## src/rtl/mod_counter_pkg.sv

```systemverilog
// Shared constants, priority-decode type and parameter legality check for the modulo-N counter.
package mod_counter_pkg;

  localparam logic DIR_UP   = 1'b1;
  localparam logic DIR_DOWN = 1'b0;

  localparam int unsigned MODE_WRAP = 0;
  localparam int unsigned MODE_SAT  = 1;

  localparam int unsigned MAX_WIDTH = 16;

  // Request selected for the coming edge, after clr > load > en priority.
  typedef enum logic [1:0] {
    ActHold,
    ActClr,
    ActLoad,
    ActStep
  } action_e;

  function automatic bit params_legal(int unsigned width, int unsigned modulus,
                                      int unsigned saturate);
    if (width < 1 || width > MAX_WIDTH) return 1'b0;
    if (modulus < 2 || modulus > (32'd1 << width)) return 1'b0;
    return saturate <= MODE_SAT;
  endfunction

endpackage

```

## src/rtl/mod_counter_next.sv

```systemverilog
// Combinational next-state for the modulo-N counter: priority decode, step, wrap/saturate, load check.
module mod_counter_next
  import mod_counter_pkg::*;
#(
  parameter int unsigned WIDTH    = 3,
  parameter int unsigned MODULUS  = 8,
  parameter int unsigned SATURATE = MODE_WRAP
) (
  input  logic [WIDTH-1:0] count_i,
  input  logic             dir_i,
  input  logic             en_i,
  input  logic             clr_i,
  input  logic             load_i,
  input  logic [WIDTH-1:0] load_val_i,
  output logic [WIDTH-1:0] count_o,
  output logic             wrap_o,
  output logic             sat_o,
  output logic             load_err_o
);

  localparam logic [WIDTH:0]   ModExt   = (WIDTH+1)'(MODULUS);
  localparam logic [WIDTH:0]   OneExt   = (WIDTH+1)'(1);
  localparam logic [WIDTH-1:0] CountTop = WIDTH'(MODULUS - 1);

  logic [WIDTH:0] count_ext;
  logic [WIDTH:0] step_ext;
  logic           at_end;
  action_e        action;

  assign count_ext = {1'b0, count_i};

  always_comb begin
    if (clr_i) begin
      action = ActClr;
    end else if (load_i) begin
      action = ActLoad;
    end else if (en_i) begin
      action = ActStep;
    end else begin
      action = ActHold;
    end
  end

  always_comb begin
    step_ext = (dir_i == DIR_UP) ? (count_ext + OneExt) : (count_ext - OneExt);
    // MODULUS may equal 2**WIDTH, so the top end is an explicit compare against MODULUS
    // rather than a carry-out; the bottom end shows up as a borrow into the extra bit.
    at_end   = (dir_i == DIR_UP) ? (step_ext == ModExt) : step_ext[WIDTH];
  end

  always_comb begin
    count_o    = count_i;
    wrap_o     = 1'b0;
    sat_o      = 1'b0;
    load_err_o = 1'b0;
    unique case (action)
      ActClr: begin
        count_o = '0;
      end
      ActLoad: begin
        if ({1'b0, load_val_i} >= ModExt) begin
          count_o    = CountTop;
          load_err_o = 1'b1;
        end else begin
          count_o = load_val_i;
        end
      end
      ActStep: begin
        if (!at_end) begin
          count_o = step_ext[WIDTH-1:0];
        end else if (SATURATE == MODE_SAT) begin
          sat_o = 1'b1;
        end else begin
          count_o = (dir_i == DIR_UP) ? '0 : CountTop;
          wrap_o  = 1'b1;
        end
      end
      ActHold: begin
        count_o = count_i;
      end
      default: begin
        count_o = count_i;
      end
    endcase
  end

endmodule

```

## src/rtl/mod_counter.sv

```systemverilog
// Parametrised modulo-N up/down counter with clear, load, wrap/saturate and status pulses.
module mod_counter
  import mod_counter_pkg::*;
#(
  parameter int unsigned WIDTH    = 3,
  parameter int unsigned MODULUS  = 8,
  parameter int unsigned SATURATE = MODE_WRAP
) (
  input  logic             clk,
  input  logic             rst,
  input  logic             clr,
  input  logic             load,
  input  logic [WIDTH-1:0] load_val,
  input  logic             en,
  input  logic             dir,
  output logic [WIDTH-1:0] count,
  output logic             tc,
  output logic             wrap,
  output logic             sat,
  output logic             load_err
);

  localparam logic [WIDTH-1:0] CountTop = WIDTH'(MODULUS - 1);

  if (!params_legal(WIDTH, MODULUS, SATURATE)) begin : g_bad_params
    $error("mod_counter: illegal WIDTH/MODULUS/SATURATE combination");
  end

  logic [WIDTH-1:0] count_q, count_d;
  logic             wrap_q, wrap_d;
  logic             sat_q, sat_d;
  logic             load_err_q, load_err_d;

  mod_counter_next #(
    .WIDTH    (WIDTH),
    .MODULUS  (MODULUS),
    .SATURATE (SATURATE)
  ) u_next (
    .count_i    (count_q),
    .dir_i      (dir),
    .en_i       (en),
    .clr_i      (clr),
    .load_i     (load),
    .load_val_i (load_val),
    .count_o    (count_d),
    .wrap_o     (wrap_d),
    .sat_o      (sat_d),
    .load_err_o (load_err_d)
  );

  always_ff @(posedge clk) begin
    if (!rst) begin
      count_q    <= '0;
      wrap_q     <= 1'b0;
      sat_q      <= 1'b0;
      load_err_q <= 1'b0;
    end else begin
      count_q    <= count_d;
      wrap_q     <= wrap_d;
      sat_q      <= sat_d;
      load_err_q <= load_err_d;
    end
  end

  // Combinational so a cascaded stage can gate its enable in the same cycle.
  always_comb begin
    tc = (dir == DIR_UP) ? (count_q == CountTop) : (count_q == '0);
  end

  assign count    = count_q;
  assign wrap     = wrap_q;
  assign sat      = sat_q;
  assign load_err = load_err_q;

endmodule

```

## config.mk

```make
export PLATFORM = sky130hd
export DESIGN_NAME = mod_counter
export DESIGN_NICKNAME = d
export VERILOG_FILES = /design/src/rtl/mod_counter_pkg.sv /design/src/rtl/mod_counter_next.sv /design/src/rtl/mod_counter.sv
export SDC_FILE = /design/constraint.sdc
export NUM_CORES = 1
export LEC_CHECK = 0
export BUFFER_PORTS_ARGS = -buffer_cell sky130_fd_sc_hd__buf_2
export CORE_AREA = 2 2 39 41
export CTS_BUF_LIST = sky130_fd_sc_hd__clkbuf_4 sky130_fd_sc_hd__clkbuf_8
export DETAILED_ROUTE_END_ITERATION = 12
export DIE_AREA = 0 0 41 43
export SYNTH_ARGS = -nofsm -noshare
export SYNTH_HDL_FRONTEND = slang
export SYNTH_SLANG_ARGS = --single-unit
```

## constraint.sdc

```tcl
create_clock -name clk -period 3.1 [get_ports clk]
set_input_delay 0.155 -clock clk [delete_from_list [all_inputs] [get_ports clk]]
set_output_delay 0.155 -clock clk [all_outputs]
set_load 0.02 [all_outputs]
```

==> impl_metrics.ini, run 1 <==
[status]
outcome = completed

[timing]
hold_slack_ns = 0.188
period_minus_slack_ns = 1.76
rsz0062_at_grt = false
fin_skew_ns = 0.00256
tns_ns = 0
drv_slew = 0
finalCritPeriodShare_pct = 56.7
setup_viol = 0
fmax_ghz = 0.569
hold_viol_final = 0

[global_routing]
overflow = 0
antenna_found_initial = 0
grt_pass1_vias = 387
grt_max_degree = 8
grt_pass1_wl_mm = 1.49
grt.total_usage_pct = 12.5

[detailed_routing]
drc = 0
routed_wl_um = 836
ant_nets = 0
first_iter_violations = 7
first_pass_iters = 4
wl_per_cell_um = 11.3
vias_per_cell = 5.00
vias = 370

[floorplanning]
start_util_pct = 25.2
pin_count = 16
num_rows = 14
fp.dieArea_um2 = 1760
die_y_um = 43
dieWidth_um = 41
core-area_um2 = 1380

[clock_tree]
ctsHoldBuffers = 0
cts.path.max_buffers = 2
cts_setup_buffers = 0
clk_latency_ns = 0.23
cts_buffers = 3
cts_root_buffer = clkbuf_4
cts_resized = 0
cts-htree-levels = 1
cts_tree = yes
cts.sinks = 4
clkSlewWorstSetupHoldPaths_ns = 0.03

[synth]
synth.distinct_cells = 26
synth.ff_latch_count = 4
synth_edf_count = 0
synth-main-ff-cell = dfxtp_1
synth_area_leaders = dfxtp_1, ha_1, a21oi_1, inv_1, fa_1
yosysTopAreaCell = dfxtp_1
avgSynthCellArea_um2 = 8.12
seq_area_frac_synth_pct = 22.9
synth_area_um2 = 349
yosysWarningCount = 0
synth_commonest_cells = inv_1, a21oi_1, dfxtp_1
yosys.cell_count.top_type = inv_1
synth_top_area_share_pct = 22.9
syn_inst = 43
postSynth.asyncResetShare_pct = 0

[power_and_ir_drop]
netSwitchingFraction_pct = 29.3
p_total_uw = 161
clkPwrFrac_pct = 37.9
power_frac_comb_pct = 26.3
power_density_nw_per_um2 = 362
pwr-share-seq_pct = 35.8
ir_worst_vdd_v = 0.000209
p_switching_uw = 47.3
p_int_uw = 114
p_leak_uw = 0.000219

[hold_path]
hold_path.class = primary input to register

[setup_path]
crit_fanout = 7
end_kind = register
path_class = register to register
critPathLaunchType = register
required_ns = 3.21
critPathArrivalTime_ns = 1.87

[placed_design]
io_buffer_count = 13
gp_congestion = 0.881
hpwlAfterDp_um = 678

[run]
cap_violations = 0

[finish]
syn_to_final_growth_pct = 27.6
final_layout_size_suffix_gt1_share_pct = 31.0
antenna-diode-count = 0
layout.nets = 73
fillers = 154
-- sequential cells by signal, indices dropped and copies added (netlist names) --
register,flops
count,3
wrap,1
-- per-layer routing --
metal  track usage (%)  part of all wire (%)
met2              20.6                    52
met3              5.24                   3.0
met4              7.33                     0
met1              12.0                    45
met5                 0                     0
-- final cells by class --
class                   instances  area, um^2  share of cell area (%)
clock buffers                   3        22.5                    5.06
flip-flops and latches          4        80.1                    18.0
repair buffers                 13        65.1                    14.6
inverters                       6        22.5                    5.06
multi-input cells              32         235                    52.8
well taps                      16        20.0                    4.49
-- final timing paths --
check / end / depth (start not counted) / slack (ns) / startpoint
max reg2reg: count[0] / 6 / 1.34 / count[0]
max: count[0] / 6 / 1.34 / count[0]
min reg2reg: count[1] / 2 / 0.72 / count[1]
min: wrap / 2 / 0.19 / rst
-- power by group through the flow --
| stage | Clock [uW] | Combinational [uW] | Sequential, uW |
|---|---|---|---|
| 2_1_floorplan | 0 | 26.5 | 60.2 |
| 3_3_place_gp | 0 | 41.3 | 58.3 |
| 3_5_place_dp | 0 | 42.5 | 58.4 |
| 4_1_cts | 65.5 | 42.7 | 57.7 |
| 5_1_grt | 68.9 | 48.9 | 58.1 |
| 6_report | 61.2 | 42.4 | 57.7 |
-- through the flow --
| step | setup WS [ns] | utilization [%] | area, um^2 | std cells |
|---|---|---|---|---|
| 5_1_grt | 1.16 | 32.2 | 445 | 74 |
| 2_1_floorplan | 1.36 | - | 353 | 44 |
| 3_3_place_gp | 1.39 | 30.6 | 423 | 71 |
| 3_5_place_dp | 1.35 | 30.6 | 423 | 71 |
| 6_report | 1.34 | 32.2 | 445 | 74 |
| 4_1_cts | 1.34 | 32.2 | 445 | 74 |
-- cell usage in the layout, fill, tap and decap left out, types with 2 or more instances in the layout --
cell type / count
a21oi_1: 5
buf_2: 13
nand2_1: 2
nor3_1: 2
clkbuf_4: 3
inv_1: 6
dfxtp_1: 4
conb_1: 2
ha_1: 3
-- critical path, cell delays in order (launching register included) --
cell and delay [ns]:
dfxtp_1 0.45, inv_1 0.13, fa_1 0.41, xnor2_1 0.16, a211o_1 0.30, a21oi_1 0.13, nor3_1 0.06
-- kinds of logic after synthesis --
logic type               after synthesis  synth area share [%]
XOR/XNOR                               1                  2.51
AO/OA/AOI/OAI                         12                  23.7
buffers and inverters                  8                  10.8
AND/OR/NAND/NOR                       13                  22.6
flip-flops                             4                  22.9
other                                  1                  1.07
adder cells (fa/ha/maj)                4                  16.5
Power figures use the tool's default switching activity.
==> inputs of run 2 (changes only) <==
- clock period: 3.1 -> 1.55 ns (I/O delays scaled with it)
==> run 2 against run 1 <==
Against the previous run:
- die area did not move
- global-route usage fell by 0.92 points
- worst hold slack worse by 0.10 ns
- wire length down 4.1%
- combinational power is 140% higher
- clock-buffer cell count is 1 higher
- clock skew decreased by 0.0013 ns
- power is 130% higher
- sequential share of layout area down 0.89 points
- largest power group unchanged
- critical path depth fell by 2
- largest cell class unchanged
- cell count rose by 2.7%
- sequential power increased by 94%
- highest routed layer unchanged
==> impl_metrics.ini, run 2 (same netlist as run 1, synthesis figures left out) <==
[status]
outcome = completed

[placed_design]
io_buffer_count = 13
hpwlAfterDp_um = 664
dpl_cell_area_um2 = 445
placed_cells = 72
gp_congestion = 0.771

[finish]
post-route-util_pct = 36.0
final_area_um2 = 498
mostFrequentLayoutCells = buf_2, inv_1, a21oi_1, clkbuf_4
layout.nets = 74
final_layout_size_suffix_gt1_share_pct = 43.3
largest_reg_flops = 3
fin_cells = 76
layout_commonest_cell = buf_2
syn_to_final_growth_pct = 42.7
antenna-diode-count = 0
fillers = 148

[power_and_ir_drop]
p_leak_uw = 0.000238
ir_worst_vdd_v = 0.000465
power_density_nw_per_um2 = 756

[setup_path]
end_kind = output pin
cpPeakStageDelay_ns = 0.49
critPathSlowestCell = or4_1
critPathLaunchType = register
critPathArrivalTime_ns = 1.41
path_class = register to output pin
crit_family = simple AND/OR/NAND/NOR gates
crit_chain = buf_4 > or4_1 > nand2_1 > buf_6
required_ns = 1.47
crit_buf_inv = 2
crit_fanout = 6

[detailed_routing]
drc = 0
routed_wl_um = 802
vias = 370
wl_per_cell_um = 10.6
vias_per_cell = 4.87
first_iter_violations = 3
ant_nets = 0
first_pass_iters = 3

[clock_tree]
cts-htree-levels = 1
cts_tree = yes
clkSlewWorstSetupHoldPaths_ns = 0.04
ctsHoldBuffers = 0
cts_root_buffer = clkbuf_4
cts.sinks = 4
cts_buffers = 3
clk_latency_ns = 0.24
cts.path.max_buffers = 2

[floorplanning]
num_rows = 14
dieWidth_um = 41
fp.dieArea_um2 = 1760
die_y_um = 43
pin_count = 16
start_util_pct = 25.2
core-area_um2 = 1380

[timing]
drv_slew = 0
finalCritPeriodShare_pct = 95.8
fmax_ghz = 0.673
setup_viol = 0
hold_viol_final = 0
period_minus_slack_ns = 1.49
fin_skew_ns = 0.00130
tns_ns = 0
rsz0062_at_grt = false

[run]
cap_violations = 0

[hold_path]
hold_path.class = primary input to register

[global_routing]
grt_pass1_vias = 349
grt.total_usage_pct = 11.6
grt_max_degree = 7
overflow = 0
antenna_found_initial = 0
grt_pass1_wl_mm = 1.36
run 2: worst paths after layout:
| kind | cells after the start | from | slack, ns | end |
|---|---|---|---|---|
| setup / recovery | 4 | count[0] | 0.06 | tc |
| hold / removal | 2 | rst | 0.08 | wrap |
| setup reg to reg | 6 | count[1] | 0.08 | count[0] |
| hold reg to reg | 2 | count[1] | 0.60 | count[1] |
run 2: cell type report:
type                       count  area (um^2)  area share, %
clock buffer                   4         30.0           6.03
inverter                       6         22.5           4.52
multi-input combinational     32          262           52.5
sequential                     4         85.1           17.1
tap                           16         20.0           4.02
timing repair buffer          14         78.8           15.8
run 2: power by group:
group          internal, uW  switching (uW)  leakage [uW]
Clock                   114            47.6     0.0000184
Sequential              108            4.84     0.0000338
Combinational          45.2            56.9      0.000185
run 2: what timing repair did:
item / in CTS / in global routing
gates resized for setup: 0 / 4
buffers inserted: 0 / 0
endpoints found under the hold margin: 0 / 0
setup endpoints to repair: 0 / 4
run 2: metal layers:
metal	track usage (%)	up-vias	wire (um)	part of all wire, %
li1	-	186	-	-
met1	11.9	176	353	44
met2	18.8	8	408	51
met3	6.28	0	39	4.9
met4	4.00	0	0	0
met5	0	-	0	0
run 2: metrics by stage:
stage               hold slack [ns]  total power (uW)  setup WS [ns]
finish                       0.0844               376         0.0648
global route                 0.0990               400        0.00343
CTS                          0.0801               373         0.0242
detailed placement            0.321               207         0.0351
global placement              0.322               206         0.0311
floorplan                     0.211               178         0.0100
